File: src/rtl/trap_pkg.sv
// Shared encodings for the machine-mode trap sequencer: FSM states,
// interrupt cause codes and the vectored-mode stride.
package trap_pkg;

    typedef enum logic [2:0] {
        IDLE  = 3'd0,
        ARM   = 3'd1,
        TAKE  = 3'd2,
        DRAIN = 3'd3,
        WFI   = 3'd4
    } trap_state_t;

    typedef struct packed {
        logic me;
        logic ms;
        logic mt;
    } cause_t;

    localparam logic [4:0]  CAUSE_MEI  = 5'd11;
    localparam logic [4:0]  CAUSE_MSI  = 5'd3;
    localparam logic [4:0]  CAUSE_MTI  = 5'd7;
    localparam logic [31:0] VEC_STRIDE = 32'd4;

    // Byte offset into the vector table for a latched one-hot cause.
    function automatic logic [31:0] vec_offset(input cause_t c);
        logic [4:0] code;
        code = CAUSE_MTI;
        if (c.ms) code = CAUSE_MSI;
        if (c.me) code = CAUSE_MEI;
        return VEC_STRIDE * {27'd0, code};
    endfunction

endpackage

File: src/rtl/trap_ctrl_irq_sync.sv
// Multi-stage flip-flop synchroniser bank for the asynchronous
// platform interrupt levels.
module irq_sync #(
    parameter int STAGES = 2,
    parameter int W      = 3
) (
    input  logic         clk,
    input  logic         rst_n,
    input  logic [W-1:0] din,
    output logic [W-1:0] dout
);

    logic [STAGES-1:0][W-1:0] sync_q;

    always_ff @(posedge clk or negedge rst_n) begin
        if (!rst_n) begin
            sync_q <= '0;
        end else begin
            sync_q <= {sync_q[STAGES-2:0], din};
        end
    end

    assign dout = sync_q[STAGES-1];

endmodule

File: src/rtl/trap_ctrl.sv
// Machine-mode trap sequencer: interrupt arbitration, CSR trap strobes,
// pipeline flush and fetch redirect. Optional WFI support: TRAP_CTRL_WFI_EN.
//
// state | meaning
// IDLE  | waiting for exception, mret or enabled interrupt
// ARM   | interrupt selected, fetch held, waiting for a valid EX/MEM boundary
// TAKE  | one-cycle int_take strobe to the CSR file
// DRAIN | flush asserted for FLUSH_CYC cycles after a redirect
// WFI   | sleeping until any enabled interrupt pends (optional)
module trap_ctrl
    import trap_pkg::*;
#(
    parameter int FLUSH_CYC   = 2,
    parameter int SYNC_STAGES = 2
) (
    input  logic        clk,
    input  logic        cpurst_n,
    input  logic        ext_irq,
    input  logic        tmr_irq,
    input  logic        sw_irq,
    input  logic        mstatus_mie,
    input  logic        mie_meie,
    input  logic        mie_mtie,
    input  logic        mie_msie,
    input  logic [31:0] mtvec,
    input  logic [31:0] mepc,
    input  logic        wb_exp,
    input  logic        wb_mret,
    input  logic        ex2mem_valid,
`ifdef TRAP_CTRL_WFI_EN
    input  logic        wb_wfi,
    output logic        wfi_sleep,
`endif
    output logic        int_take,
    output logic        i_me,
    output logic        i_ms,
    output logic        i_mt,
    output logic [2:0]  mip_pend,
    output logic        flush,
    output logic        fetch_hold,
    output logic        redirect_vld,
    output logic [31:0] redirect_pc
);

    localparam logic [2:0] DRAIN_LOAD = 3'(FLUSH_CYC - 1);

    trap_state_t state_q, state_d;
    cause_t      cause_q, sel;
    logic [2:0]  drain_cnt_q;
    logic [2:0]  pend;
    logic        fire;
    logic        redir_go;
    logic        latch_cause;
    logic [31:0] redir_tgt;
    logic [31:0] vec_base;

    irq_sync #(
        .STAGES (SYNC_STAGES),
        .W      (3)
    ) u_irq_sync (
        .clk   (clk),
        .rst_n (cpurst_n),
        .din   ({sw_irq, tmr_irq, ext_irq}),
        .dout  (mip_pend)
    );

    assign pend     = mip_pend & {mie_msie, mie_mtie, mie_meie};
    assign fire     = mstatus_mie & (|pend);
    assign vec_base = mtvec & 32'hFFFF_FFFC;

    // Priority meip > msip > mtip.
    assign sel.me = pend[0];
    assign sel.ms = pend[2] & ~pend[0];
    assign sel.mt = pend[1] & ~pend[0] & ~pend[2];

    always_comb begin
        state_d     = state_q;
        redir_go    = 1'b0;
        redir_tgt   = vec_base;
        latch_cause = 1'b0;
        case (state_q)
            IDLE, ARM: begin
                if (wb_exp) begin
                    state_d  = DRAIN;
                    redir_go = 1'b1;
                end else if (wb_mret) begin
                    state_d   = DRAIN;
                    redir_go  = 1'b1;
                    redir_tgt = mepc;
                end else if (state_q == IDLE) begin
                    if (fire) begin
                        state_d     = ARM;
                        latch_cause = 1'b1;
                    end
`ifdef TRAP_CTRL_WFI_EN
                    else if (wb_wfi) begin
                        state_d = WFI;
                    end
`endif
                end else if (!fire) begin
                    state_d = IDLE;
                end else if (ex2mem_valid) begin
                    state_d = TAKE;
                end
            end
            TAKE: begin
                state_d   = DRAIN;
                redir_go  = 1'b1;
                redir_tgt = vec_base + vec_offset(cause_q);
            end
            DRAIN: begin
                if (drain_cnt_q == 3'd0) state_d = IDLE;
            end
`ifdef TRAP_CTRL_WFI_EN
            WFI: begin
                if (|pend) begin
                    if (mstatus_mie) begin
                        state_d     = ARM;
                        latch_cause = 1'b1;
                    end else begin
                        state_d = IDLE;
                    end
                end
            end
`endif
            default: state_d = IDLE;
        endcase
    end

    always_ff @(posedge clk or negedge cpurst_n) begin
        if (!cpurst_n) begin
            state_q      <= IDLE;
            cause_q      <= '0;
            drain_cnt_q  <= '0;
            redirect_vld <= 1'b0;
            redirect_pc  <= '0;
        end else begin
            state_q      <= state_d;
            redirect_vld <= redir_go;
            if (redir_go) redirect_pc <= redir_tgt;
            if (latch_cause) cause_q <= sel;
            // Every redirect enters DRAIN, so the load rides on redir_go.
            if (redir_go) begin
                drain_cnt_q <= DRAIN_LOAD;
            end else if (state_q == DRAIN && drain_cnt_q != 3'd0) begin
                drain_cnt_q <= drain_cnt_q - 3'd1;
            end
        end
    end

    assign int_take = (state_q == TAKE);
    assign i_me     = int_take & cause_q.me;
    assign i_ms     = int_take & cause_q.ms;
    assign i_mt     = int_take & cause_q.mt;
    assign flush    = (state_q == DRAIN);

`ifdef TRAP_CTRL_WFI_EN
    assign fetch_hold = (state_q == ARM) || (state_q == WFI);
    assign wfi_sleep  = (state_q == WFI);
`else
    assign fetch_hold = (state_q == ARM);
`endif

endmodule

File: config.mk
export PLATFORM = sky130hd
export DESIGN_NAME = trap_ctrl
export DESIGN_NICKNAME = d
export VERILOG_FILES = /design/src/rtl/trap_pkg.sv /design/src/rtl/trap_ctrl_irq_sync.sv /design/src/rtl/trap_ctrl.sv
export SDC_FILE = /design/constraint.sdc
export NUM_CORES = 1
export LEC_CHECK = 0
export CORE_MARGIN = 2
export CORE_UTILIZATION = 48
export DETAILED_ROUTE_END_ITERATION = 10
export PLACE_DENSITY = 0.93
export REMOVE_ABC_BUFFERS = 1
export SETUP_SLACK_MARGIN = 0.02
export SLEW_MARGIN = 5
export SYNTH_ARGS = -nofsm -noshare
export SYNTH_HDL_FRONTEND = slang
export SYNTH_SLANG_ARGS = --single-unit
export TNS_END_PERCENT = 20
File: constraint.sdc
create_clock -name clk -period 5.4 [get_ports clk]
set_clock_uncertainty 0.1 [all_clocks]
set_input_delay 1.08 -clock clk [delete_from_list [all_inputs] [get_ports clk]]
set_output_delay 1.08 -clock clk [all_outputs]
set_load 0.01 [all_outputs]
==> run_results.csv <==
group,metric,value,unit
final_layout,layout.nets,517,
global_routing,grt_max_degree,48,
hold_path,hold_path.startpoint,"u_irq_sync.sync_q[1]",
place,placed_cells_incl_taps,506,
place,dpl.hpwl,6.71,mm
setup_path,crit_slowest_cell,"sky130_fd_sc_hd__nand2_1",
cts,clk_transition_reported_paths,0.09,ns
power,vdd_drop_max,0.000255,V
setup_path,cell_breakdown_of_the_critical_path,"clkdlybuf4s50_1 -> or3_1 -> nand2_1 -> inv_1 -> o22ai_1 -> a31oi_1",
route,vias_per_cell,6.20,
timing,setup_total_neg_slack,0,ns
timing,post-route-period-util,68.8,%
route,drt_first_pass_iters,6,
place,placement.io_buffers,115,
final_layout,multi_input_area,0.00169,mm²
synth,ys_async_sr_fraction,100,%
final_layout,num_antenna_cells,0,
timing,rsz0062_at_grt,"false",
cts,cts_stage_hold_buffer_count,0,
hold_path,hold-path-cell-count,0,
route,ant_nets,0,
final_layout,design_area,0.00429,mm²
floorplanning,ios,118,
global_routing,overflow,0,
route,drc_errors,0,
final_layout,instances_no_fill,513,
place,gp_routability_congestion,0.895,
cts,clockRootBuffer,"sky130_fd_sc_hd__clkbuf_8",
power,p_leak,1.68,nW
place,placed_area,0.00418,mm²
power,internal_cell_power,0.00112,W
route,route.detailed.wl_per_inst,18.1,µm
power,power_frac_seq,33.7,%
cts,post-cts-setup-buffer-count,0,
final_layout,fillers,489,
floorplanning,die_x,83.6,µm
route,drt_iter0_markers,294,
final_layout,layout.core_utilization,68.7,%
power,clock_power_share,14.1,%
final_layout,regArea,0.00118,mm²
cts,worst_skew_late_latency,0.29,ns
outcome,outcome,"complete, no violations",
synth,synth.avg_cell_area,9.03,µm²
cts,cts_inserted_buffers,5,
cts,htreeDepth,2,
setup_path,criticalPathCategory,"in -> reg",
floorplanning,initial_utilization,48.8,%
flow_run,maxCapViolations,0,
synth,synth-seq-cells,47,
timing,max_clock_freq,269,MHz
synth,yosys_warnings,0,
cts,cts_sink_cnt,47,
synth,netlist_instances,337,
setup_path,worstPathMaxFanout,27,
power,combinationalPowerShare,52.2,%
setup_path,cell_family_with_the_largest_share_of_critical_path_delay,"buffers and inverters",
power,power.share.switching,37.8,%
cts,cts_tree,"yes",
timing,timing.slew.headroom,28.3,%
setup_path,regToRegStartpoint,"state_q[1]",
place,pre_cts_ws,1.37,ns
global_routing,grt_pass1_wl,15.5,mm
timing,setup_viol_count_final,0,
final_layout,final_layout_size_suffix_gt1_share,4.59,%
setup_path,worst_setup_path_start_kind,"primary input",
synth,synth_cell_type_count,50,
hold_path,holdCritPathClass,"reg -> reg",
final_layout,area.growth.synth_to_final,40.8,%
synth,fraction_of_the_yosys_area_taken_by_sequential_cells,38.6,%
timing,postLayoutSetupSlackWorst,1.68,ns
hold_path,hold-path-endpoint,"u_irq_sync.dout[1]",
setup_path,worst_ep_arrival_time,3.78,ns
global_routing,global_route.usage.total,27.1,%
floorplanning,full_die_area,0.00699,mm²
global_routing,number_of_global_route_vias_before_repair,3239,
power,switching_power,0.000677,W
setup_path,rrSetupSlack,1.90,ns
floorplanning,dieHeight,83.6,µm
synth,synth.cell_area,0.00304,mm²
synth,number_of_enable_flip_flop_cells_after_synthesis,0,
route,wirelength,9.30,mm
timing,slew_viol_final,0,
setup_path,end_kind,"flip-flop",
global_routing,antenna_violations_before_repair,0,
setup_path,cp.buffers_inverters,2,
setup_path,worst-endpoint-required,5.46,ns
setup_path,terminus_of_the_critical_flop_to_flop_path,"redirect_pc[25]",
floorplanning,design.core.area,0.00624,mm²
cts,post_cts.resized_instances,0,
cts,clockBufferDepth,2,
power,power_density,418,mW/mm²
timing,layout_min_cycle_time,3.72,ns
synth,postSynth.topFlopCell,"sky130_fd_sc_hd__dfrtp_1",
floorplanning,std_cell_rows,29,
setup_path,r2r_cells,5,
setup_path,worst_path_largest_cell_delay,0.66,ns
timing,actual_slew_at_the_worst_max_slew_pin,1.08,ns
timing,final-hold-violation-count,0,
route,dr_total_vias,3181,
==> worst max path at each step <==
stage	startpoint	end	slack, ns	cells after the start
floorplan	state_q[1]	i_me	2.31	3
global placement	wb_exp	redirect_pc[26]	1.53	6
detailed placement	wb_exp	redirect_pc[25]	1.37	6
CTS	wb_exp	redirect_pc[25]	1.69	6
global route	wb_exp	redirect_pc[26]	1.43	6
finish	wb_exp	redirect_pc[25]	1.68	6
==> registers in the layout, summed over array words and instances, names as in the netlist <==
register / count
u_irq_sync.dout: 3
redirect_pc: 32
u_irq_sync.sync_q: 3
state_q: 2
cause_q: 3
redirect_vld: 1
drain_cnt_q: 3
==> layout make-up <==
class / instances / share of cell area, %
Multi-Input combinational cell: 251 / 39.5
Clock inverter: 2 / 0.876
Timing Repair Buffer: 117 / 27.1
Inverter: 14 / 1.23
Sequential cell: 47 / 27.4
Clock buffer: 5 / 1.61
Tap cell: 77 / 2.25
==> cells in the mapped netlist (7+ instances only) <==
master                      n  share of area, %
sky130_fd_sc_hd__o22ai_1   12               2.5
sky130_fd_sc_hd__o22a_1     7               2.0
sky130_fd_sc_hd__and3_1     7               1.4
sky130_fd_sc_hd__and2_1     7               1.4
sky130_fd_sc_hd__o21ai_0   19               3.1
sky130_fd_sc_hd__xnor2_1   14               4.0
sky130_fd_sc_hd__nand3_1   18               3.0
sky130_fd_sc_hd__inv_1     13               1.6
sky130_fd_sc_hd__xor2_1     9               2.6
sky130_fd_sc_hd__a221o_1    8               2.6
sky130_fd_sc_hd__clkbuf_1  16               2.0
sky130_fd_sc_hd__a21oi_1   25               4.1
sky130_fd_sc_hd__o221ai_1   8               2.3
sky130_fd_sc_hd__nor2_1    11               1.4
sky130_fd_sc_hd__dfrtp_1   47                39
sky130_fd_sc_hd__nand2_1   28               3.5
==> metrics by stage <==
| stage | total power [W] | hold WS [ns] |
|---|---|---|
| after detailed placement | 0.00154 | 0.242 |
| final | 0.00179 | 0.256 |
| after CTS | 0.00179 | 0.262 |
| after global placement | 0.00149 | 0.234 |
| after floorplan | 0.00105 | 0.231 |
| after global routing | 0.00191 | 0.277 |
==> cells in the final DEF (no fill, tap or decap), types with 2 or more instances in the layout <==
| cell | count |
|---|---|
| sky130_fd_sc_hd__a211oi_1 | 3 |
| sky130_fd_sc_hd__a21o_1 | 2 |
| sky130_fd_sc_hd__a21oi_1 | 25 |
| sky130_fd_sc_hd__a221o_1 | 8 |
| sky130_fd_sc_hd__a22o_1 | 3 |
| sky130_fd_sc_hd__a22oi_1 | 4 |
| sky130_fd_sc_hd__a31oi_1 | 6 |
| sky130_fd_sc_hd__and2_1 | 7 |
| sky130_fd_sc_hd__and3_1 | 7 |
| sky130_fd_sc_hd__and4_1 | 4 |
| sky130_fd_sc_hd__buf_4 | 2 |
| sky130_fd_sc_hd__clkbuf_8 | 5 |
| sky130_fd_sc_hd__clkdlybuf4s50_1 | 114 |
| sky130_fd_sc_hd__dfrtp_1 | 47 |
| sky130_fd_sc_hd__ha_1 | 5 |
| sky130_fd_sc_hd__inv_1 | 13 |
| sky130_fd_sc_hd__mux2_2 | 2 |
| sky130_fd_sc_hd__mux2i_1 | 2 |
| sky130_fd_sc_hd__nand2_1 | 28 |
| sky130_fd_sc_hd__nand2b_1 | 5 |
| sky130_fd_sc_hd__nand3_1 | 18 |
| sky130_fd_sc_hd__nand4_1 | 5 |
| sky130_fd_sc_hd__nand4_4 | 2 |
| sky130_fd_sc_hd__nor2_1 | 11 |
| sky130_fd_sc_hd__nor3_1 | 6 |
| sky130_fd_sc_hd__nor4_1 | 2 |
| sky130_fd_sc_hd__nor4_2 | 3 |
| sky130_fd_sc_hd__o21a_1 | 4 |
| sky130_fd_sc_hd__o21ai_0 | 19 |
| sky130_fd_sc_hd__o21ai_1 | 3 |
| sky130_fd_sc_hd__o221ai_1 | 8 |
| sky130_fd_sc_hd__o22a_1 | 7 |
| sky130_fd_sc_hd__o22ai_1 | 12 |
| sky130_fd_sc_hd__o31ai_1 | 3 |
| sky130_fd_sc_hd__or3_1 | 3 |
| sky130_fd_sc_hd__xnor2_1 | 14 |
| sky130_fd_sc_hd__xor2_1 | 9 |
==> power by group through the flow <==
stage | clock network (W) | logic, W | registers, W
2_1_floorplan | 0 | 0.000409 | 0.000644
3_3_place_gp | 0 | 0.000894 | 0.000598
3_5_place_dp | 0 | 0.000931 | 0.000606
4_1_cts | 0.000256 | 0.000936 | 0.000602
5_1_grt | 0.000268 | 0.00102 | 0.000625
6_report | 0.000253 | 0.000935 | 0.000604
==> kinds of logic (layout without fill, tap and decap cells) <==
logic type | after synthesis | after routing | synth area share [%]
AOI/OAI and AO/OA | 111 | 111 | 24.3
and+or+nand+nor | 108 | 108 | 21.3
DFF | 47 | 47 | 38.6
buffers and inverters | 39 | 138 | 5.71
xor gates and xnor gates | 23 | 23 | 6.62
adders and majority gates | 5 | 5 | 2.06
muxes | 4 | 4 | 1.40
==> metal layers <==
layer	track usage (%)	wire, µm	up-vias
li1	-	-	1448
met1	34.2	3750	1534
met2	46.8	4670	181
met3	4.75	718	18
met4	8.94	164	0
met5	0	0	-
Power figures use the tool's default switching activity.
